==> src/rtl/al_time_counter.sv <==
`default_nettype none
// ============================================================================
// Module      : al_time_counter
// Description : Packed-BCD HH:MM wall clock advanced by a prescaled minute
//               tick, 12/24-hour modes, load validation, day-rollover pulse.
//               Optional alarm comparator built when AL_ALARM_EN is defined.
// Revision    : 1.0 - initial release
// ============================================================================
module al_time_counter #(
    parameter int HOUR_MODE = 24,
    parameter int PRESCALE  = 1
) (
    input  logic        clk,
    input  logic        reset,
    input  logic        one_minute,
    input  logic [15:0] time_in,
    input  logic        pm_in,
    input  logic        load_new_time,
    input  logic [15:0] alarm_time,
    input  logic        alarm_pm,
    input  logic        alarm_en,
    output logic [15:0] current_time_out,
    output logic        pm,
    output logic        load_error,
    output logic        day_rollover,
    output logic        alarm_match
);

    localparam bit          c_MODE12     = (HOUR_MODE == 12);
    localparam logic [7:0]  c_PRE_MAX    = 8'(PRESCALE - 1);
    localparam logic [15:0] c_RESET_TIME = c_MODE12 ? 16'h1200 : 16'h0000;

    generate
        if (HOUR_MODE != 12 && HOUR_MODE != 24) begin : g_bad_hour_mode
            $error("al_time_counter: HOUR_MODE must be 12 or 24");
        end
        if (PRESCALE < 1 || PRESCALE > 255) begin : g_bad_prescale
            $error("al_time_counter: PRESCALE must be 1..255");
        end
    endgenerate

    logic [15:0] r_time;
    logic        r_pm;
    logic [7:0]  r_presc;
    logic        r_load_error;
    logic        r_day_rollover;

    logic [15:0] w_next_time;
    logic        w_next_pm;
    logic        w_wrap_day;
    logic        w_load_ok;
    logic        w_advance;

    // Minute increment, digit by digit with explicit carries.
    always_comb begin
        w_next_time = r_time;
        w_next_pm   = r_pm;
        w_wrap_day  = 1'b0;
        if (r_time[3:0] != 4'd9) begin
            w_next_time[3:0] = r_time[3:0] + 4'd1;
        end else begin
            w_next_time[3:0] = 4'd0;
            if (r_time[7:4] != 4'd5) begin
                w_next_time[7:4] = r_time[7:4] + 4'd1;
            end else begin
                w_next_time[7:4] = 4'd0;
                if (c_MODE12 && r_time[15:8] == 8'h11) begin
                    // Noon/midnight: the day ends on the PM->AM transition.
                    w_next_time[15:8] = 8'h12;
                    w_next_pm         = ~r_pm;
                    w_wrap_day        = r_pm;
                end else if (c_MODE12 && r_time[15:8] == 8'h12) begin
                    w_next_time[15:8] = 8'h01;
                end else if (!c_MODE12 && r_time[15:8] == 8'h23) begin
                    w_next_time[15:8] = 8'h00;
                    w_wrap_day        = 1'b1;
                end else if (r_time[11:8] == 4'd9) begin
                    w_next_time[15:12] = r_time[15:12] + 4'd1;
                    w_next_time[11:8]  = 4'd0;
                end else begin
                    w_next_time[11:8] = r_time[11:8] + 4'd1;
                end
            end
        end
    end

    always_comb begin
        w_load_ok = (time_in[15:12] <= 4'd9) && (time_in[11:8] <= 4'd9) &&
                    (time_in[7:4]   <= 4'd5) && (time_in[3:0]  <= 4'd9);
        if (c_MODE12) begin
            w_load_ok = w_load_ok &&
                        (((time_in[15:12] == 4'd0) && (time_in[11:8] != 4'd0)) ||
                         ((time_in[15:12] == 4'd1) && (time_in[11:8] <= 4'd2)));
        end else begin
            w_load_ok = w_load_ok &&
                        ((time_in[15:12] <= 4'd1) ||
                         ((time_in[15:12] == 4'd2) && (time_in[11:8] <= 4'd3)));
        end
    end

    assign w_advance = !load_new_time && one_minute && (r_presc == c_PRE_MAX);

    always_ff @(posedge clk or negedge reset) begin
        if (!reset) begin
            r_time         <= c_RESET_TIME;
            r_pm           <= 1'b0;
            r_presc        <= 8'd0;
            r_load_error   <= 1'b0;
            r_day_rollover <= 1'b0;
        end else begin
            r_load_error   <= 1'b0;
            r_day_rollover <= 1'b0;
            if (load_new_time) begin
                if (w_load_ok) begin
                    r_time  <= time_in;
                    r_pm    <= c_MODE12 ? pm_in : 1'b0;
                    r_presc <= 8'd0;
                end else begin
                    r_load_error <= 1'b1;
                end
            end else if (one_minute) begin
                if (w_advance) begin
                    r_presc        <= 8'd0;
                    r_time         <= w_next_time;
                    r_pm           <= w_next_pm;
                    r_day_rollover <= w_wrap_day;
                end else begin
                    r_presc <= r_presc + 8'd1;
                end
            end
        end
    end

`ifdef AL_ALARM_EN
    logic r_alarm_match;

    always_ff @(posedge clk or negedge reset) begin
        if (!reset) begin
            r_alarm_match <= 1'b0;
        end else begin
            r_alarm_match <= w_advance && alarm_en && (w_next_time == alarm_time) &&
                             (!c_MODE12 || (w_next_pm == alarm_pm));
        end
    end

    assign alarm_match = r_alarm_match;
`else
    logic w_unused_alarm;
    assign w_unused_alarm = ^{alarm_time, alarm_pm, alarm_en};
    assign alarm_match    = 1'b0;
`endif

    assign current_time_out = r_time;
    assign pm               = r_pm;
    assign load_error       = r_load_error;
    assign day_rollover     = r_day_rollover;

endmodule
`default_nettype wire

==> config.mk <==
export PLATFORM = sky130hd
export DESIGN_NAME = al_time_counter
export DESIGN_NICKNAME = d
export VERILOG_FILES = /design/src/rtl/al_time_counter.sv
export SDC_FILE = /design/constraint.sdc
export NUM_CORES = 1
export LEC_CHECK = 0
export BUFFER_PORTS_ARGS = -buffer_cell sky130_fd_sc_hd__buf_2
export CORE_MARGIN = 4
export CORE_UTILIZATION = 50
export CTS_CLUSTER_SIZE = 40
export DETAILED_ROUTE_END_ITERATION = 6
export HOLD_SLACK_MARGIN = 0.15
export PLACE_DENSITY = 0.83
export SYNTH_ARGS = -nofsm -noshare
export SYNTH_HDL_FRONTEND = slang
export SYNTH_SLANG_ARGS = --single-unit
==> constraint.sdc <==
create_clock -name clk -period 2.15 [get_ports clk]
set_input_delay 0.3225 -clock clk [delete_from_list [all_inputs] [get_ports clk]]
set_output_delay 0.3225 -clock clk [all_outputs]
set_load 0.1 [all_outputs]
==> summary.md, run 1 <==
| Metric | Value |
|---|---|
| Max-capacitance violation count | `0` |
| Max IR drop VDD | `0.5039 mV` |
| Summed negative setup slack over all endpoints | `0 ns` |
| Area of the mapped netlist | `1783 um2` |
| Share of async-settable or async-resettable flops after synthesis | `100.0%` |
| Average cell area after synthesis | `9.097 um2` |
| Worst setup SP type | `register` |
| Share of layout cells above drive strength 1 | `32.48%` |
| Req. time, crit path | `2.37 ns` |
| Detailed-route vias per instance | `5.729` |
| Sink Count | `26` |
| Warnings from Yosys | `0` |
| Switching power total | `1097 uW` |
| Met2 track utilization from global routing | `29.65%` |
| Total number of vias | `1604` |
| Combinational group share of total power | `53.1%` |
| Floorplan row count | `21` |
| First-pass GRT wire length | `6417 um` |
| Post-route insts no fill | `280` |
| Detail Route Antenna Nets | `0` |
| Switching share of power | `54.84%` |
| Share of power burned in the clock network | `10.9%` |
| Flip-flop cell with the highest count after synthesis | `dfrtp_1` |
| Outcome | `complete, no violations` |
| Setup violation total in the final timing report | `0` |
| Type of the worst setup path | `reg -> reg` |
| Final-layout fill cell count | `271` |
| Global-route met1 utilization | `24.51%` |
| Die area | `4585 um2` |
| Global-route usage over all layers | `18.19%` |
| Die boundary height | `67.72 um` |
| Hold violation count in the final report | `0` |
| Biggest cell delay along the critical path | `0.45 ns` |
| TritonCTS Buffers | `3` |
| Largest fanout on the critical path | `7` |
| Buffers from clock root to sink, at most | `2` |
| Iteration-0 DRC count of the detailed router | `123` |
| Wire length reported by the detailed router | `3850 um` |
| Crit. Startpoint | `r_presc[0]` |
| Clk Latency, worst-skew pair | `0.32 ns` |
| Share of the yosys chip area belonging to registers | `36.49%` |
| CP Data Arrival Time | `2.16 ns` |
| Routability-driven placement congestion ratio | `0.8258` |
| H-Tree Depth | `1` |
| Library cell used as clock root buffer | `clkbuf_4` |
| Starting density of the core | `52.60%` |
| Internal Pwr Total | `903.2 uW` |
| Min-delay src | `time_in[1]` |
| Share of power burned in registers | `36.0%` |
| Number of synthesized flops with an enable pin | `0` |
| Met3 Resource Use GR | `2.163%` |
| Static power due to leakage | `0.0009090 uW` |
| Via count of the first global-routing pass | `1443` |
| Critical path, cell by cell | `inv_1 > ha_1 > nor3b_1 > and3_2 > a21oi_2 > nor2_2 > mux2_2` |
| Achievable Freq | `514.0 MHz` |
| Kind of capture point of the worst setup path | `register` |
| Number of standard cells after synthesis | `196` |
| Min Clock Period, post-route | `1.946 ns` |
| Post-detail-place hpwl | `2919 um` |
| Clock transition at path regs | `0.14 ns` |
| Number of top-level pins | `59` |
| Final max-slew violation count | `0` |
| Residual DRC | `0` |
| First-pass iteration count of the detailed router | `4` |
| Total power density per cell area | `974.0 nW/um2` |
| Post-layout net count | `278` |
| Floorplan die width | `67.72 um` |
| Layer with the highest usage after global routing | `met2` |
| Number of buffers added on ports | `37` |
| Maximum number of pins on one net before global-route repair | `36` |
| Slack of the worst reg-to-reg path | `0.20 ns` |
| Average wire per standard cell | `13.75 um` |
| Floorplan Core Area | `3390 um2` |
| Clock tree from TritonCTS | `built` |
| Worst hold margin | `0.2163 ns` |
| Cell with the biggest individual delay on the critical path | `dfrtp_1` |
| Slew @ Worst Pin | `0.5914 ns` |
| Synthesized flop and latch total | `26` |
| Ant. Diodes | `0` |
| Worst relative slew slack | `60.57%` |
| Antenna violations before repair | `0` |
| Yosys cell types | `56` |
| Number of cells after detailed placement | `275` |
| Worst setup skew after layout | `0.004560 ns` |
| Ratio of final minimum period to clock period | `90.50%` |
| Synthesis-to-finish area growth | `15.16%` |
| Setup repair after global routing missed its margin | `no` |
| Final global-route overflow total | `0` |
| Critical R2R Launch | `r_presc[0]` |
| Min-Delay Path Class | `in -> reg` |
worst paths after layout:
kind / to / depth (start not counted)
worst min-delay path: current_time_out[1] / 3
worst max register to register: current_time_out[13] / 7
max in group asynchronous: current_time_out[13] / 2
worst min register to register: current_time_out[15] / 1
worst max-delay path: current_time_out[13] / 7
min in group asynchronous: current_time_out[7] / 2
state kept, by name, indices dropped and copies added (netlist names):
name / flops
day_rollover: 1
load_error: 1
r_presc: 8
current_time_out: 16
per-layer routing:
metal	share of wire [%]	routed length, um
met5	0	0
met4	1.2	47
met3	5.4	206
met2	47	1800
met1	47	1796
power groups by stage:
stage | clock network, uW | registers, uW | logic (uW)
2_1_floorplan | 0 | 1240 | 377
3_3_place_gp | 0 | 727 | 1050
3_5_place_dp | 0 | 729 | 1060
4_1_cts | 224 | 719 | 1060
5_1_grt | 247 | 739 | 1120
6_report | 218 | 719 | 1060
synth_stat cells, types with 2 or more instances:
library cell  number  share of area, %
dfrtp_1           26                36
o21ai_0           22               6.2
nand2_1           20               4.2
a21oi_1           12               3.4
inv_1             10               2.1
a31oi_1            7               2.5
and3_1             6               2.1
nor3_1             6               1.7
nand3_1            5               1.4
nor2_1             5               1.1
buf_4              4               1.7
ha_1               4               2.8
nor2b_1            4               1.4
a211oi_1           3               1.3
buf_2              3              0.84
buf_6              3               1.9
mux2_2             3               1.9
nand2b_1           3               1.1
nor3b_1            3               1.3
a221oi_1           2              0.98
a311oi_1           2              0.98
a41oi_1            2              0.98
buf_1              2              0.42
mux2i_1            2               1.1
nand4_1            2              0.70
nor3_2             2               1.1
nor4_4             2               2.4
o21ai_1            2              0.56
or2_2              2              0.70
kinds of logic after synthesis:
| logic type | after synthesis | synth area share, % |
|---|---|---|
| AND/OR/NAND/NOR | 72 | 26.04 |
| AO/OA/AOI/OAI | 64 | 23.79 |
| XOR/XNOR | 1 | 0.4913 |
| buffers and inverters | 23 | 7.158 |
| adder cells (fa/ha/maj) | 4 | 2.807 |
| other | 1 | 0.2103 |
| flip-flops | 26 | 36.49 |
| multiplexers | 5 | 3.017 |
final cells by class:
type                       count  area [um2]  share of cell area, %
multi-input combinational    148        1016                  49.48
tap                           46       57.56                  2.803
clock buffer                   4       26.28                  1.280
inverter                      10       37.54                  1.828
sequential                    26       660.6                  32.18
timing repair buffer          46       255.2                  12.43
worst max-delay path, delay by kind of cell (launching register included):
kind	cells	cell delay, ns
fa+ha+maj	1	0.13
buf+inv	1	0.07
flops	1	0.45
compound gates	1	0.08
mux	1	0.36
simple gates	3	0.76
timing repair:
action	CTS	global route
hold endpoints to repair	26	0
setup buffers	0	0
endpoints found under the setup margin	0	1
gates resized for setup	0	2
hold buffers	1	0
per-stage QoR:
step | util, % | power [uW] | cell area [um2] | worst slack (ns)
CTS | 60.35 | 2007 | 2046 | 0.1469
global placement | 59.28 | 1779 | 2009 | 0.1726
floorplan | - | 1621 | 1797 | 0.008210
global route | 60.58 | 2110 | 2053 | 0.06723
detailed placement | 59.28 | 1790 | 2009 | 0.1798
finish | 60.58 | 2000 | 2053 | 0.2043
cells in the final DEF (no fill, tap or decap), drive strengths merged, types with 2 or more instances in the layout:
master	instances
and2	2
or2	2
mux2	3
nand2b	3
nand2	20
nor2b	5
and3	7
nand4	2
a211oi	3
a31oi	7
inv	10
nor4	3
clkbuf	4
nor2	6
o21ai	24
o22ai	2
a41oi	2
a311oi	2
mux2i	2
conb	2
nand3	5
a221oi	2
nand4bb	2
ha	4
a21oi	13
nor3b	3
nor3	8
dfrtp	26
buf	45
Power figures use the tool's default switching activity.
==> inputs of run 2 (changes only) <==
- CORE_MARGIN: 4 -> 3
==> run 2 against run 1 <==
- clock power up 15%
- total power rose by 1.9%
- first-iteration DRC count increased by 20%
- sequential power up 0.6%
- critical path type unchanged
- largest power group unchanged
==> summary.md, run 2 (synthesis results as in run 1) <==
| Metric | Value |
|---|---|
| Number of flip-flops in the largest register | `16 (unchanged)` |
| Die boundary height | `65.72 um (was 67.72 um)` |
| Achievable Freq | `527.6 MHz (was 514.0 MHz)` |
| Slew @ Worst Pin | `0.5942 ns (was 0.5914 ns)` |
| Post-layout net count | `278 (unchanged)` |
| Req. time, crit path | `2.34 ns (was 2.37 ns)` |
| Layer with the highest usage after global routing | `met2 (unchanged)` |
| Ant. Diodes | `0 (unchanged)` |
| Summed negative setup slack over all endpoints | `0 ns (unchanged)` |
| Ratio of final minimum period to clock period | `88.15% (was 90.50%)` |
| Floorplan Core Area | `3390 um2 (unchanged)` |
| Setup repair after global routing missed its margin | `no (unchanged)` |
| CP Data Arrival Time | `2.09 ns (was 2.16 ns)` |
| Outcome | `complete, no violations (unchanged)` |
| Number of buffers added on ports | `37 (unchanged)` |
| Worst setup skew after layout | `0.01080 ns (was 0.004560 ns)` |
| Cell family with the largest share of critical-path delay | `simple AND/OR/NAND/NOR gates (unchanged)` |
| Average wire per standard cell | `14.08 um (was 13.75 um)` |
| Synthesis-to-finish area growth | `15.65% (was 15.16%)` |
| Clk Latency, worst-skew pair | `0.32 ns (about the same)` |
| Total number of vias | `1628 (was 1604)` |
| H-Tree Depth | `1 (unchanged)` |
| Detail Route Antenna Nets | `0 (unchanged)` |
| Critical path, cell by cell | `inv_1 > ha_1 > nor3b_1 > and3_1 > buf_4 > nand3b_1 > a221oi_1 > a311oi_1 (was inv_1 > ha_1 > nor3b_1 > and3_2 > a21oi_2 > nor2_2 > mux2_2)` |
| Static power due to leakage | `0.0009153 uW (was 0.0009090 uW)` |
| Detailed-route vias per instance | `5.814 (was 5.729)` |
| Cell with the biggest individual delay on the critical path | `dfrtp_1 (unchanged)` |
| Buffers from clock root to sink, at most | `2 (unchanged)` |
| Worst setup SP type | `register (unchanged)` |
| Post-detail-place hpwl | `2986 um (was 2919 um)` |
| Number of top-level pins | `59 (unchanged)` |
| First-pass iteration count of the detailed router | `4 (unchanged)` |
| Wire length reported by the detailed router | `3943 um (was 3850 um)` |
| Residual DRC | `0 (unchanged)` |
| Iteration-0 DRC count of the detailed router | `147 (was 123)` |
| Floorplan die width | `65.72 um (was 67.72 um)` |
| Final max-slew violation count | `0 (unchanged)` |
| Min Clock Period, post-route | `1.895 ns (was 1.946 ns)` |
| Maximum number of pins on one net before global-route repair | `29 (was 36)` |
| Starting density of the core | `52.60% (unchanged)` |
| Antenna violations before repair | `0 (unchanged)` |
| Global-route met1 utilization | `25.24% (was 24.51%)` |
| Finished layout cell area | `2062 um2 (was 2053 um2)` |
| Sink Count | `26 (unchanged)` |
| Max IR drop VDD | `0.5849 mV (was 0.5039 mV)` |
| Worst relative slew slack | `60.38% (was 60.57%)` |
| Final global-route overflow total | `0 (unchanged)` |
| Share of layout cells above drive strength 1 | `32.48% (unchanged)` |
| Buffers and inverters on the worst path | `2 (was 1)` |
| Total power density per cell area | `988.2 nW/um2 (was 974.0 nW/um2)` |
| Clock tree from TritonCTS | `built (unchanged)` |
| Largest fanout on the critical path | `5 (was 7)` |
| Library cell used as clock root buffer | `clkbuf_4 (unchanged)` |
| Global-route usage over all layers | `19.37% (was 18.19%)` |
| Setup violation total in the final timing report | `0 (unchanged)` |
| First-pass GRT wire length | `6679 um (was 6417 um)` |
| Met2 track utilization from global routing | `33.17% (was 29.65%)` |
| Biggest cell delay along the critical path | `0.44 ns (was 0.45 ns)` |
| Clock transition at path regs | `0.15 ns (was 0.14 ns)` |
| Met3 Resource Use GR | `2.564% (was 2.163%)` |
| Max-capacitance violation count | `0 (unchanged)` |
| TritonCTS Buffers | `3 (unchanged)` |
| Type of the worst setup path | `reg -> reg (unchanged)` |
| Kind of capture point of the worst setup path | `register (unchanged)` |
| Via count of the first global-routing pass | `1506 (was 1443)` |
| Hold violation count in the final report | `0 (unchanged)` |
| Post-CTS setup buffers | `0 (unchanged)` |
| Most common cell after layout, fill and taps aside | `buf_2 (unchanged)` |
| DP Area | `2009 um2 (unchanged)` |
| Min-Delay Path Class | `in -> reg (unchanged)` |
| Floorplan row count | `21 (unchanged)` |
| Die area | `4318 um2 (was 4585 um2)` |
| Most frequent cells in the layout | `37 x buf_2, 22 x o21ai_0, 20 x nand2_1, 18 x dfrtp_1, 12 x a21oi_1 (unchanged)` |
| Routability-driven placement congestion ratio | `0.8281 (was 0.8258)` |
-- run 2: cell counts in the layout (fill, tap and decap cells not counted) --
Identical to the previous run, type by type.
-- run 2: report_power, final --
group / internal, uW / switching (uW) / total, uW
registers: 575 / 148 / 723
logic: 254 / 810 / 1060
clock network: 103 / 147 / 250
-- run 2: layout make-up --
| cell class | count | area [um2] |
|---|---|---|
| fillers | 276 | 1328 |
| multi-input cells | 148 | 1015 |
| flip-flops and latches | 26 | 660.6 |
| repair buffers | 46 | 255.2 |
| well taps | 46 | 57.56 |
| inverters | 10 | 37.54 |
| clock buffers | 4 | 36.28 |
-- run 2: worst min-delay path, delay by kind of cell --
family / cells / cell delay [ns]
AOI/OAI and AO/OA: 2 / 0.11
buffers and inverters: 1 / 0.09
-- run 2: per-stage QoR --
stage | utilization (%) | total power (uW) | worst slack [ns] | instances | hold WS, ns
after floorplan | - | 1621 | 0.008210 | 197 | 0.02691
after global placement | 59.28 | 1780 | 0.2084 | 275 | 0.3600
after detailed placement | 59.28 | 1796 | 0.07949 | 275 | 0.3644
after CTS | 60.65 | 2048 | 0.06092 | 280 | 0.2211
after global routing | 60.83 | 2150 | 0.06650 | 280 | 0.2316
final | 60.83 | 2038 | 0.2547 | 280 | 0.2261
-- run 2: metal layers --
layer  up-vias  part of all wire, %
li1        802                    -
met5         -                    0
met3         4                  6.4
met4         0                 0.48
met2        53                   48
met1       769                   45
-- run 2: path summary, 6_finish.rpt --
path | from | end | slack (ns) | cells past startpoint
hold / removal | time_in[9] | current_time_out[9] | 0.23 | 3
hold reg to reg | current_time_out[15] | current_time_out[15] | 0.54 | 1
setup reg to reg | r_presc[0] | current_time_out[3] | 0.25 | 8
setup / recovery | r_presc[0] | current_time_out[3] | 0.25 | 8
min in group asynchronous | reset | current_time_out[9] | 0.53 | 2
max in group asynchronous | reset | current_time_out[1] | 1.19 | 2
-- run 2: what timing repair did --
| action | in CTS | in global routing |
|---|---|---|
| gates resized for setup | 0 | 1 |
| hold buffers | 1 | 0 |
| hold endpoints to repair | 26 | 0 |
| setup endpoints to repair | 0 | 1 |
==> inputs of run 3 (changes only) <==
- CORE_UTILIZATION: 50 -> 54
- PLACE_DENSITY: 0.83 -> 0.89
- clock period: 2.15 -> 2.2 ns (I/O delays scaled with it)
==> run 3 against run 2 <==
- flip-flop and latch count is the same
- critical path type unchanged
- largest power group unchanged
- critical path depth down 1
- worst setup slack got worse by 0.12 ns
- sequential share of layout area grew 0.27 points
- register-to-register slack lost 0.12 ns
==> summary.md, run 3 (synthesis results as in run 1) <==
| Metric | Value |
|---|---|
| Outcome | `complete, no violations (unchanged)` |
| Global-route met1 utilization | `31.14% (was 25.24%)` |
| Die area | `4027 um2 (was 4318 um2)` |
| Clock tree from TritonCTS | `built (unchanged)` |
| CP Data Arrival Time | `2.30 ns (was 2.09 ns)` |
| Via count of the first global-routing pass | `1561 (was 1506)` |
| Antenna violations before repair | `0 (unchanged)` |
| Ant. Diodes | `0 (unchanged)` |
| Min Clock Period, post-route | `2.068 ns (was 1.895 ns)` |
| Library cell used as clock root buffer | `clkbuf_4 (unchanged)` |
| Final max-slew violation count | `0 (unchanged)` |
| Setup repair after global routing missed its margin | `no (unchanged)` |
| Detailed-route vias per instance | `5.945 (was 5.814)` |
| Critical path, cell by cell | `inv_1 > ha_1 > nor4b_1 > mux2_2 > a21oi_1 > nor2_2 > mux2_2 (was inv_1 > ha_1 > nor3b_1 > and3_1 > buf_4 > nand3b_1 > a221oi_1 > a311oi_1)` |
| Post-layout net count | `274 (was 278)` |
| Most frequent cells in the layout | `37 x buf_2, 22 x o21ai_0, 20 x nand2_1, 18 x dfrtp_1, 12 x a21oi_1 (unchanged)` |
| Die boundary height | `63.46 um (was 65.72 um)` |
| Number of top-level pins | `59 (unchanged)` |
| Final-layout fill cell count | `265 (was 276)` |
| Final global-route overflow total | `0 (unchanged)` |
| Setup violation total in the final timing report | `0 (unchanged)` |
| Ratio of final minimum period to clock period | `94.01% (was 88.15%)` |
| Routability-driven placement congestion ratio | `0.8180 (was 0.8281)` |
| First-pass iteration count of the detailed router | `4 (unchanged)` |
| Clk Latency, worst-skew pair | `0.33 ns (was 0.32 ns)` |
| Seq. cell area | `660.6 um2 (unchanged)` |
| Finished layout cell area | `2044 um2 (was 2062 um2)` |
| Max-capacitance violation count | `0 (unchanged)` |
| Number of buffers added on ports | `37 (unchanged)` |
| Req. time, crit path | `2.43 ns (was 2.34 ns)` |
| Achievable Freq | `483.5 MHz (was 527.6 MHz)` |
| Slack of the worst reg-to-reg path | `0.13 ns (was 0.25 ns)` |
| Wire length reported by the detailed router | `4006 um (was 3943 um)` |
| Total power density per cell area | `1016 nW/um2 (was 988.2 nW/um2)` |
| Max IR drop VDD | `0.5819 mV (was 0.5849 mV)` |
| DP Area | `1977 um2 (was 2009 um2)` |
| Floorplan die width | `63.46 um (was 65.72 um)` |
| Total design power | `2078 uW (was 2038 uW)` |
| H-Tree Depth | `1 (unchanged)` |
| Sink Count | `26 (unchanged)` |
| Floorplan row count | `20 (was 21)` |
| First-pass GRT wire length | `7141 um (was 6679 um)` |
| Worst setup SP type | `register (unchanged)` |
| Iteration-0 DRC count of the detailed router | `115 (was 147)` |
| Detail Route Antenna Nets | `0 (unchanged)` |
| Post-detail-place hpwl | `2942 um (was 2986 um)` |
| End-of-flow core utilization | `65.89% (was 60.83%)` |
| Kind of capture point of the worst setup path | `register (unchanged)` |
| Cell repeated most along the worst path | `mux2_2` |
| Clock transition at path regs | `0.15 ns (about the same)` |
| Static power due to leakage | `0.0009034 uW (was 0.0009153 uW)` |
| Synthesis-to-finish area growth | `14.67% (was 15.65%)` |
| Average wire per standard cell | `14.62 um (was 14.08 um)` |
| Met2 track utilization from global routing | `34.03% (was 33.17%)` |
| Total number of vias | `1629 (was 1628)` |
| Most common cell after layout, fill and taps aside | `buf_2 (unchanged)` |
| Buffers from clock root to sink, at most | `2 (unchanged)` |
| Met3 Resource Use GR | `3.030% (was 2.564%)` |
| Share of layout cells above drive strength 1 | `31.30% (was 32.48%)` |
| Multi-input gate area in the final layout | `1013 um2 (was 1015 um2)` |
| Worst relative slew slack | `59.70% (was 60.38%)` |
| Type of the worst setup path | `reg -> reg (unchanged)` |
| TritonCTS Buffers | `3 (unchanged)` |
| Floorplan Core Area | `3103 um2 (was 3390 um2)` |
| Layer with the highest usage after global routing | `met2 (unchanged)` |
| Maximum number of pins on one net before global-route repair | `36 (was 29)` |
| Worst setup skew after layout | `0.005302 ns (was 0.01080 ns)` |
| Biggest cell delay along the critical path | `0.46 ns (was 0.44 ns)` |
| Summed negative setup slack over all endpoints | `0 ns (unchanged)` |
| Number of flip-flops in the largest register | `16 (unchanged)` |
| Slew @ Worst Pin | `0.6045 ns (was 0.5942 ns)` |
| Largest fanout on the critical path | `5 (unchanged)` |
| Residual DRC | `0 (unchanged)` |
| Global-route usage over all layers | `21.77% (was 19.37%)` |
| Starting density of the core | `57.46% (was 52.60%)` |
| Min-Delay Path Class | `in -> reg (unchanged)` |
| Post-CTS setup buffers | `0 (unchanged)` |
| Hold violation count in the final report | `0 (unchanged)` |
| Cell with the biggest individual delay on the critical path | `dfrtp_2 (was dfrtp_1)` |
-- run 3: changes by cell type in the layout (fill, tap and decap cells not counted) --
| cell | previous run | this run |
|---|---|---|
| buf_4 | 8 | 4 |
| bufinv_16 | 0 | 1 |
| clkbuf_8 | 1 | 0 |
| nor3b_1 | 3 | 2 |
| nor3b_2 | 0 | 1 |
| nor4b_1 | 0 | 1 |
| nor4b_2 | 1 | 0 |
-- run 3: worst max-delay path: cells and delay by family, from the launching register on --
family                   cells  cell delay, ns
buffers and inverters        1            0.10
AO/OA/AOI/OAI                1            0.07
flip-flops                   1            0.46
adder cells (fa/ha/maj)      1            0.14
multiplexers                 2            0.61
AND/OR/NAND/NOR              2            0.57
-- run 3: power breakdown --
group | switching [uW] | internal [uW] | total, uW
sequential | 146 | 562 | 709
combinational | 793 | 244 | 1040
clock | 147 | 184 | 332
-- run 3: final cells by class --
type | count | area share [%]
clock buffer | 3 | 1.102
sequential | 26 | 32.31
timing repair buffer | 42 | 11.02
clock inverter | 1 | 1.469
inverter | 10 | 1.836
tap | 44 | 2.693
multi-input combinational | 148 | 49.57
-- run 3: per-stage QoR --
stage / std cells / hold slack, ns / setup WS [ns]
CTS: 274 / 0.2190 / 0.1461
global placement: 269 / 0.3692 / 0.2238
floorplan: 197 / 0.03441 / 0.05821
detailed placement: 269 / 0.3679 / 0.1715
finish: 274 / 0.2286 / 0.1319
global route: 274 / 0.2245 / 0.01724
-- run 3: routing by layer --
| layer | vias to the layer above | wire length [um] |
|---|---|---|
| met1 | 774 | 1820 |
| li1 | 792 | - |
| met4 | 0 | 61 |
| met2 | 55 | 1920 |
| met3 | 8 | 204 |
| met5 | - | 0 |
-- run 3: timing repair --
action | in CTS | in global routing
gates resized for setup | 0 | 1
setup endpoints to repair | 0 | 2
hold buffers | 1 | 0
endpoints found under the hold margin | 26 | 0
-- run 3: worst paths after layout --
kind	startpoint	end	cells after the start
setup / recovery	current_time_out[12]	current_time_out[13]	7
hold / removal	time_in[1]	current_time_out[1]	3
setup reg to reg	current_time_out[12]	current_time_out[13]	7
hold reg to reg	current_time_out[15]	current_time_out[15]	1
max in group asynchronous	reset	current_time_out[13]	2
min in group asynchronous	reset	current_time_out[2]	2
